### src/rtl/pc_gen_if.sv
// pc_gen_if: next-PC select inputs and PC outputs of the IF-stage program-counter generator.
// master = pipeline control side, slave = pc_gen.
interface pc_gen_if #(
   parameter int WIDTH = 32
);
   logic             stall;
   logic [3:0]       npc_sel;
   logic             cond;
   logic [WIDTH-1:0] br_target;
   logic [WIDTH-1:0] j_target;
   logic [WIDTH-1:0] jr_target;
   logic             exc_req;
   logic             eret_req;
   logic [WIDTH-1:0] epc_in;
   logic [WIDTH-1:0] pc;
   logic [WIDTH-1:0] pc4;
   logic [WIDTH-1:0] pc8;
   logic             pend_valid;
   logic             fetch_exc;
   logic             bad_sel;

   modport master (
      output stall, npc_sel, cond, br_target, j_target, jr_target,
             exc_req, eret_req, epc_in,
      input  pc, pc4, pc8, pend_valid, fetch_exc, bad_sel
   );

   modport slave (
      input  stall, npc_sel, cond, br_target, j_target, jr_target,
             exc_req, eret_req, epc_in,
      output pc, pc4, pc8, pend_valid, fetch_exc, bad_sel
   );
endinterface

### src/rtl/pc_gen.sv
// pc_gen: registered PC with next-PC select, one-entry stall redirect buffer, exception/ERET vectoring when PC_EXC_EN is defined.
// Selection in cycle N lands on pc at the closing edge; stall holds pc and parks the newest redirect until stall drops.
module pc_gen #(
   parameter int               WIDTH      = 32,
   parameter logic [WIDTH-1:0] RESET_PC   = WIDTH'(32'h0000_3000),
   parameter logic [WIDTH-1:0] EXC_VECTOR = WIDTH'(32'h0000_4180),
   parameter logic [WIDTH-1:0] IM_BASE    = WIDTH'(32'h0000_3000),
   parameter logic [WIDTH-1:0] IM_LAST    = WIDTH'(32'h0000_6FFC)
) (
   input  logic       clk,
   input  logic       reset,
   pc_gen_if.slave    bus
);

   logic [WIDTH-1:0] pc_q;
   logic [WIDTH-1:0] pc_nxt;
   logic [WIDTH-1:0] pend_tgt_q;
   logic [WIDTH-1:0] pend_tgt_nxt;
   logic             pend_vld_q;
   logic             pend_vld_nxt;
   logic [WIDTH-1:0] pc4;
   logic             taken;
   logic [WIDTH-1:0] target;

   assign pc4 = pc_q + WIDTH'(4);

   // Undefined selects (9..15) fall into default: never taken, so they act like PC+4.
   always_comb begin
      taken  = 1'b0;
      target = bus.br_target;
      case (bus.npc_sel)
         4'd1, 4'd2, 4'd3, 4'd4, 4'd5, 4'd6: begin
            taken  = bus.cond;
            target = bus.br_target;
         end
         4'd7: begin
            taken  = 1'b1;
            target = bus.j_target;
         end
         4'd8: begin
            taken  = 1'b1;
            target = bus.jr_target;
         end
         default: begin
            taken  = 1'b0;
            target = bus.br_target;
         end
      endcase
   end

   always_comb begin
      pc_nxt       = pc_q;
      pend_vld_nxt = pend_vld_q;
      pend_tgt_nxt = pend_tgt_q;
      if (bus.stall) begin
         if (taken) begin
            pend_tgt_nxt = target;
            pend_vld_nxt = 1'b1;
         end
      end else if (taken) begin
         pc_nxt       = target;
         pend_vld_nxt = 1'b0;
      end else if (pend_vld_q) begin
         pc_nxt       = pend_tgt_q;
         pend_vld_nxt = 1'b0;
      end else begin
         pc_nxt       = pc4;
      end
`ifdef PC_EXC_EN
      // Later assignments override: exception beats ERET beats everything else, stall included.
      if (bus.eret_req) begin
         pc_nxt       = bus.epc_in;
         pend_vld_nxt = 1'b0;
      end
      if (bus.exc_req) begin
         pc_nxt       = EXC_VECTOR;
         pend_vld_nxt = 1'b0;
      end
`endif
   end

   always_ff @(posedge clk or negedge reset) begin
      if (!reset) begin
         pc_q       <= RESET_PC;
         pend_vld_q <= 1'b0;
         pend_tgt_q <= '0;
      end else begin
         pc_q       <= pc_nxt;
         pend_vld_q <= pend_vld_nxt;
         pend_tgt_q <= pend_tgt_nxt;
      end
   end

   assign bus.pc         = pc_q;
   assign bus.pc4        = pc4;
   assign bus.pc8        = pc_q + WIDTH'(8);
   assign bus.pend_valid = pend_vld_q;
   assign bus.bad_sel    = (bus.npc_sel >= 4'd9);

`ifdef PC_EXC_EN
   assign bus.fetch_exc = (pc_q[1:0] != 2'b00) || (pc_q < IM_BASE) || (pc_q > IM_LAST);
`else
   logic unused_exc;
   assign unused_exc    = ^{bus.exc_req, bus.eret_req, bus.epc_in, EXC_VECTOR, IM_BASE, IM_LAST};
   assign bus.fetch_exc = 1'b0;
`endif

endmodule

### src/flat_wrapper.sv
// flat-port wrapper written by rule: the top's interface ports become plain ports
module pc_gen_flat 
#(
   parameter int               WIDTH      = 32,
   parameter logic [WIDTH-1:0] RESET_PC   = WIDTH'(32'h0000_3000),
   parameter logic [WIDTH-1:0] EXC_VECTOR = WIDTH'(32'h0000_4180),
   parameter logic [WIDTH-1:0] IM_BASE    = WIDTH'(32'h0000_3000),
   parameter logic [WIDTH-1:0] IM_LAST    = WIDTH'(32'h0000_6FFC)
)
  (clk, reset, bus_stall, bus_npc_sel, bus_cond, bus_br_target, bus_j_target, bus_jr_target, bus_exc_req, bus_eret_req, bus_epc_in, bus_pc, bus_pc4, bus_pc8, bus_pend_valid, bus_fetch_exc, bus_bad_sel);
  pc_gen_if #(.WIDTH(WIDTH)) bus_i ();
  input  logic clk;
  input  logic reset;
  input wire logic [$bits(bus_i.stall)-1:0] bus_stall;
  input wire logic [$bits(bus_i.npc_sel)-1:0] bus_npc_sel;
  input wire logic [$bits(bus_i.cond)-1:0] bus_cond;
  input wire logic [$bits(bus_i.br_target)-1:0] bus_br_target;
  input wire logic [$bits(bus_i.j_target)-1:0] bus_j_target;
  input wire logic [$bits(bus_i.jr_target)-1:0] bus_jr_target;
  input wire logic [$bits(bus_i.exc_req)-1:0] bus_exc_req;
  input wire logic [$bits(bus_i.eret_req)-1:0] bus_eret_req;
  input wire logic [$bits(bus_i.epc_in)-1:0] bus_epc_in;
  output wire logic [$bits(bus_i.pc)-1:0] bus_pc;
  output wire logic [$bits(bus_i.pc4)-1:0] bus_pc4;
  output wire logic [$bits(bus_i.pc8)-1:0] bus_pc8;
  output wire logic [$bits(bus_i.pend_valid)-1:0] bus_pend_valid;
  output wire logic [$bits(bus_i.fetch_exc)-1:0] bus_fetch_exc;
  output wire logic [$bits(bus_i.bad_sel)-1:0] bus_bad_sel;
  assign bus_i.stall = bus_stall;
  assign bus_i.npc_sel = bus_npc_sel;
  assign bus_i.cond = bus_cond;
  assign bus_i.br_target = bus_br_target;
  assign bus_i.j_target = bus_j_target;
  assign bus_i.jr_target = bus_jr_target;
  assign bus_i.exc_req = bus_exc_req;
  assign bus_i.eret_req = bus_eret_req;
  assign bus_i.epc_in = bus_epc_in;
  assign bus_pc = bus_i.pc;
  assign bus_pc4 = bus_i.pc4;
  assign bus_pc8 = bus_i.pc8;
  assign bus_pend_valid = bus_i.pend_valid;
  assign bus_fetch_exc = bus_i.fetch_exc;
  assign bus_bad_sel = bus_i.bad_sel;
  pc_gen #(.WIDTH(WIDTH), .RESET_PC(RESET_PC), .EXC_VECTOR(EXC_VECTOR), .IM_BASE(IM_BASE), .IM_LAST(IM_LAST)) u_core (.clk(clk), .reset(reset), .bus(bus_i));
endmodule
### config.mk
export PLATFORM = sky130hd
export DESIGN_NAME = pc_gen_flat
export DESIGN_NICKNAME = d
export VERILOG_FILES = /design/src/rtl/pc_gen_if.sv /design/src/rtl/pc_gen.sv /design/src/flat_wrapper.sv
export SDC_FILE = /design/constraint.sdc
export NUM_CORES = 1
export LEC_CHECK = 0
export CAP_MARGIN = 20
export CORE_ASPECT_RATIO = 1.4
export CORE_MARGIN = 2
export CORE_UTILIZATION = 37
export CTS_CLUSTER_DIAMETER = 40
export DETAILED_ROUTE_END_ITERATION = 8
export GPL_TIMING_DRIVEN = 0
export PLACE_DENSITY = 0.78
export SYNTH_ARGS = -nofsm -noshare
export SYNTH_HDL_FRONTEND = slang
export SYNTH_SLANG_ARGS = --single-unit
### constraint.sdc
create_clock -name clk -period 3.1 [get_ports clk]
set_clock_uncertainty 0.2 [all_clocks]
set_input_delay 0.93 -clock clk [delete_from_list [all_inputs] [get_ports clk]]
set_output_delay 0.93 -clock clk [all_outputs]
set_load 0.05 [all_outputs]
==> results of run 1 <==
## area by class of cell
class / instances / area (µm²) / area share (%)
Antenna cell: 1 / 2.502 / 0.02725
Buffer: 34 / 182.7 / 1.989
Clock buffer: 13 / 260.3 / 2.834
Clock inverter: 3 / 40.04 / 0.4360
Inverter: 17 / 63.81 / 0.6949
Multi-Input combinational cell: 415 / 4016 / 43.74
Sequential cell: 65 / 1665 / 18.14
Tap cell: 153 / 191.4 / 2.085
Timing Repair Buffer: 296 / 2760 / 30.06
## timing repair
action	CTS	global route
resized for setup	384	85
pin swaps	19	33
setup endpoints to repair	118	54
setup buffers	43	54
hold buffers	0	0
## final timing paths
path	endpoint	slack, ns	cells past startpoint
hold / removal	u_core.pend_tgt_q[22]	0.29	2
hold reg to reg	u_core.pend_tgt_q[22]	0.29	2
setup reg to reg	u_core.bus.pc[15]	0.18	6
min in group asynchronous	u_core.bus.pc[27]	0.52	1
max in group asynchronous	u_core.bus.pc[19]	1.51	1
setup / recovery	bus_pc4[28]	-0.43	6
## sequential cells by signal (all words and copies together), names as in the netlist
| signal | count |
|---|---|
| u_core.bus.pc | 32 |
| u_core.pend_tgt_q | 32 |
| u_core.bus.pend_valid | 1 |
## power groups by stage
stage / sequential [mW] / clock, mW / combinational, mW
after detailed placement: 1.30 / 0 / 3.39
after global routing: 1.42 / 1.09 / 3.87
final: 1.40 / 1.04 / 3.74
after CTS: 1.36 / 1.04 / 3.48
after floorplan: 1.62 / 0 / 1.96
after global placement: 1.29 / 0 / 3.35
## worst max-delay path: cells and delay by family, from the launching register on
| family | cells | cell delay [ns] |
|---|---|---|
| buf+inv | 2 | 0.34 |
| flops | 1 | 0.52 |
| simple gates | 3 | 0.99 |
| compound gates | 1 | 0.23 |
## routing by layer
layer,GRT usage [%],vias to the layer above
met5,0,-
met4,13.12,0
li1,-,2584
met2,54.55,318
met1,34.74,2895
met3,4.146,85
## through the flow
stage / utilization [%] / setup TNS, ns
2_1_floorplan: - / -5.456
3_3_place_gp: 60.46 / -159.47
3_5_place_dp: 60.49 / -72.73
4_1_cts: 67.15 / -8.015
5_1_grt: 72.34 / -9.669
6_report: 72.36 / -7.000
## logic make-up after synthesis
logic type               count (synthesis)  share of synthesized area (%)
AND/OR/NAND/NOR                        177                          19.75
AO/OA/AOI/OAI                          148                          21.91
buffers and inverters                   69                          6.252
flip-flops                              65                          34.20
XOR/XNOR                                54                          9.929
multiplexers                            33                          7.355
adder cells (fa/ha/maj)                  2                         0.5253
other                                    1                        0.07873
## placed cells by master, fill, tap and decap left out, types with 7 or more instances in the layout
cell type	netlist	final
a21oi_1	26	25
a22o_1	22	22
a22oi_1	16	16
a2bb2oi_1	9	9
buf_2	11	12
buf_4	6	97
buf_6	0	48
clkbuf_1	32	18
clkbuf_16	0	9
clkdlybuf4s50_1	0	136
dfrtp_1	63	38
dfrtp_2	0	23
inv_1	17	17
mux2_2	16	16
mux2i_1	17	17
nand2_1	59	43
nand2_4	0	10
nand3_1	16	7
nand4_1	14	14
nor2_1	33	24
nor2_4	0	8
nor4_4	1	10
o21ai_0	34	34
xnor2_4	0	20
xor2_1	26	10
xor2_2	0	7
xor2_4	0	9
==> flow_summary.ini, run 1 <==
[status]
status = finished with violations
violations = setup timing

[power_and_ir_drop]
p_sw_mw = 2.981
clock_power_share_pct = 16.9
p_comb_share_pct = 60.5
p_leak_nw = 4.019
peakVddDrop_uv = 943.8
p_int_mw = 3.197
p_total_mw = 6.178
powerDensity_nw_per_um2 = 672.8
sw_frac_of_total_pct = 48.25
seq_power_share_pct = 22.6

[floorplanning]
fp-row-count = 49
dieArea_um2 = 13810
ios = 237
initial_core_util_pct = 37.53
chipHeight_um = 138.3
die_w_um = 99.90
core_area_um2 = 12690

[timing]
worst_slack_ns = -0.4342
rsz0062_at_grt = true
holdWs_ns = 0.2852
relSlewSlack_pct = 35.52
finalCriticalPeriod_ns = 3.534
finalSetupViolCount = 34
final.period_utilization_pct = 114.0
hold_violations = 0
report.final.slew_viol_count = 0
max_freq_ghz = 0.2829
tightest_slew_ns = 0.9592

[worst_setup_path]
path_max_fanout = 8
crit_type = reg2out
cp-end-kind = output port
cpPeakStageDelay_ns = 0.62
slowest_stage = or4_4
critPathRequiredTime_ns = 1.97
r2r_start = u_core.bus.pend_valid
cp-start-kind = flop
critPathLaunch = u_core.bus.pc[6]
critPathArrivalTime_ns = 2.40
crit_chain = nand4_1 > or4_4 > buf_4 > o31ai_4 > nand2_2 > buf_6

[logic_synthesis]
ys_warn_count = 0
synth_ff_type = dfrtp_1
yosysTopAreaCell = dfrtp_1
synthCells = 549
synth-edff-count = 0
async_reset_ff_share_pct = 100.0
yosysTopAreaCellShare_pct = 33.10
yosys-top-cells-count = dfrtp_1 (63), nand2_1 (59), o21ai_0 (34)
syn_area_um2 = 4763
synth.most_common_cell = dfrtp_1
synth.avg_cell_area_um2 = 8.676
ys_ff_latch = 65
ys_top_cells_by_area = dfrtp_1 (33%), xnor2_1 (5.1%), xor2_1 (4.8%)
ys_types = 67
syn-num-nets = 689
seq_area_frac_synth_pct = 34.20

[detailed_routing]
dr_wl_met3_um = 1473
dr.pass1.iters = 5
ant_nets = 0
routed_wl_um = 22200
m1WireLength_um = 7884
drc = 0
drt_iter0_markers = 349
vias_per_cell = 5.900
vias = 5882
avgRoutedWirePerCell_um = 22.27
topRoutingLayerUsed = met4
wl_met2_um = 11850

[clocking]
cts_sinks = 65
clock_latency_ns = 0.33
clockBufferDepth = 2
htreeDepth = 3
cts_tree = yes
root_buffer = clkbuf_16
numCtsBuffers = 9
clkTransAtPathRegs_ns = 0.05

[finish]
fillers = 884
drive_above_1_share_pct = 39.86
fin_cells = 997
fin_area_um2 = 9183
syn_to_final_growth_pct = 92.78
fin_nets = 978

[placed_design]
place_area_um2 = 7676
pre_cts_ws_ns = -1.241
place_congestion = 0.9355
dp_cells = 902
port_buffers = 200
hpwl_um = 15280

[global_routing]
grt_max_degree = 66
grt_pass1_vias = 5763
antenna_found_initial = 1
grt_pass1_wl_um = 31970
grt-ovfl-total = 0
grt_usage_pct = 30.09

[hold_path]
worstHoldStart = u_core.pend_tgt_q[22]
hp-class = reg2reg

[flow_run]
drv_cap = 0
Power figures use the tool's default switching activity.
==> run 2: changes to the inputs <==
--- a/config.mk
+++ b/config.mk
@@ -12,7 +12,9 @@
 export CTS_CLUSTER_DIAMETER = 40
 export DETAILED_ROUTE_END_ITERATION = 8
 export GPL_TIMING_DRIVEN = 0
+export MAX_ROUTING_LAYER = met4
 export PLACE_DENSITY = 0.78
+export SKIP_LAST_GASP = 1
 export SYNTH_ARGS = -nofsm -noshare
 export SYNTH_HDL_FRONTEND = slang
 export SYNTH_SLANG_ARGS = --single-unit
==> flow_summary.ini, run 2 (synthesis results as in run 1) <==
[status]
status = finished with violations
violations = setup timing

[global_routing]
grt_max_degree = 66
grt-ovfl-total = 0
antenna_found_initial = 0
grt_pass1_wl_um = 31990
grt_pass1_vias = 5757
grt_usage_pct = 31.05

[clocking]
clockBufferDepth = 2
root_buffer = clkbuf_16
clkTransAtPathRegs_ns = 0.05
htreeDepth = 3
clock_latency_ns = 0.34
cts_tree = yes
cts_sinks = 65
ctsHoldBuffers = 0
numCtsBuffers = 9

[worst_setup_path]
r2r_start = u_core.bus.pend_valid
crit_buf_inv = 2
crit_chain = ha_4 > nand3_4 > or4_4 > buf_4 > nor2_4 > xor2_4 > buf_6
critPathRequiredTime_ns = 1.97
cp_top_family = simple AND/OR/NAND/NOR gates
cp-end-kind = output port
crit_type = reg2out
critPathArrivalTime_ns = 2.39
ff2ff_path_depth = 7
regToRegEndpoint = u_core.bus.pc[22]
timing.reg2reg.setup_slack_ns = 0.18
slowest_stage = or4_4
cp-start-kind = flop
critPathLaunch = u_core.bus.pc[3]
cp.depth = 7
cpPeakStageDelay_ns = 0.65
path_max_fanout = 5

[finish]
multi_input_area_um2 = 3983
fillers = 899
syn_to_final_growth_pct = 95.14
fin_cells = 1011
final_common_cell = clkdlybuf4s50_1
drive_above_1_share_pct = 40.33
post-route-util_pct = 73.24
diodes = 0
final_cell_mix = clkdlybuf4s50_1 (139), buf_4 (106), buf_6 (51)
fin_nets = 993
register_area_um2 = 1663

[timing]
hold_violations = 0
finalSetupViolCount = 39
rsz0062_at_grt = true
tightest_slew_ns = 0.9754
report.final.slew_viol_count = 0
max_freq_ghz = 0.2839
worst_slack_ns = -0.4223
final.period_utilization_pct = 113.6
relSlewSlack_pct = 34.44
holdWs_ns = 0.2842
finalCriticalPeriod_ns = 3.522

[hold_path]
holdPathEnd = u_core.pend_tgt_q[4]
min_path_cells = 2
worstHoldStart = u_core.pend_tgt_q[4]
hp-class = reg2reg

[floorplanning]
die_w_um = 99.90
core_area_um2 = 12690
chipHeight_um = 138.3
ios = 237
initial_core_util_pct = 37.53
fp-row-count = 49
dieArea_um2 = 13810

[flow_run]
drv_cap = 0

[detailed_routing]
vias = 5975
ant_nets = 0
drt_iter0_markers = 396
routed_wl_um = 22970
dr.pass1.iters = 5
drc = 0
avgRoutedWirePerCell_um = 22.72
vias_per_cell = 5.910

[placed_design]
hpwl_um = 15510
dp_cells = 902
place_congestion = 0.9473
port_buffers = 200

[power_and_ir_drop]
p_sw_mw = 3.001
p_leak_nw = 4.080
peakVddDrop_uv = 1035
p_total_mw = 6.295
p_int_mw = 3.294
sw_frac_of_total_pct = 47.68
clock_power_share_pct = 17.5
powerDensity_nw_per_um2 = 677.3
p_comb_share_pct = 60.8
seq_power_share_pct = 21.7
-- run 2: cell count changes in the layout (fill, tap and decap cells not counted), moves of 3 or more --
cell and change:
buf_2 -3, buf_4 +9, buf_6 +3, clkdlybuf4s50_1 +3, xor2_2 +4, xor2_4 -3
-- run 2: tightest hold or removal path: cells and delay by family (launching register included) --
kind / cells / cell delay [ns]
simple gates: 1 / 0.05
flops: 1 / 0.34
compound gates: 1 / 0.06
-- run 2: repair_timing --
action                                  CTS  global route
resized for setup                       363            85
setup buffers                            39            70
pin swaps                                26            30
endpoints found under the setup margin  118            67
-- run 2: area by class of cell --
cell class	count	share of cell area (%)
repair buffers	308	30.85
clock inverters	3	0.7000
plain buffers	37	2.275
well taps	153	2.060
multi-input cells	415	42.85
clock buffers	13	2.692
inverters	17	0.6865
flip-flops and latches	65	17.89
-- run 2: power by group through the flow --
| stage | logic, mW | registers (mW) | clock network, mW |
|---|---|---|---|
| 2_1_floorplan | 1.96 | 1.62 | 0 |
| 3_5_place_dp | 3.39 | 1.30 | 0 |
| 3_3_place_gp | 3.35 | 1.29 | 0 |
| 5_1_grt | 3.96 | 1.39 | 1.14 |
| 4_1_cts | 3.40 | 1.40 | 1.10 |
| 6_report | 3.83 | 1.36 | 1.10 |
-- run 2: how the worst max path moves through the flow --
stage / to / slack, ns
5_1_grt: bus_pc4[30] / -0.46
3_3_place_gp: u_core.bus.pc[6] / -1.55
4_1_cts: bus_pc4[30] / -0.43
3_5_place_dp: bus_pc4[27] / -1.20
6_report: bus_pc4[26] / -0.42
2_1_floorplan: bus_pc4[30] / -0.31
-- run 2: through the flow --
step	TNS (ns)	cell area (µm²)	setup WS, ns
floorplan	-5.456	5479	-0.3096
global placement	-156.89	7672	-1.549
detailed placement	-72.85	7676	-1.203
CTS	-7.842	8412	-0.4331
global route	-11.15	9295	-0.4574
finish	-8.978	9295	-0.4223
-- run 2: routing by layer --
| layer | GRT usage, % | vias to the layer above | wire, µm |
|---|---|---|---|
| li1 | - | 2616 | - |
| met2 | 53.09 | 336 | 12040 |
| met5 | - | - | 0 |
| met1 | 36.47 | 2930 | 8305 |
| met4 | 12.33 | 0 | 1078 |
| met3 | 4.398 | 93 | 1546 |
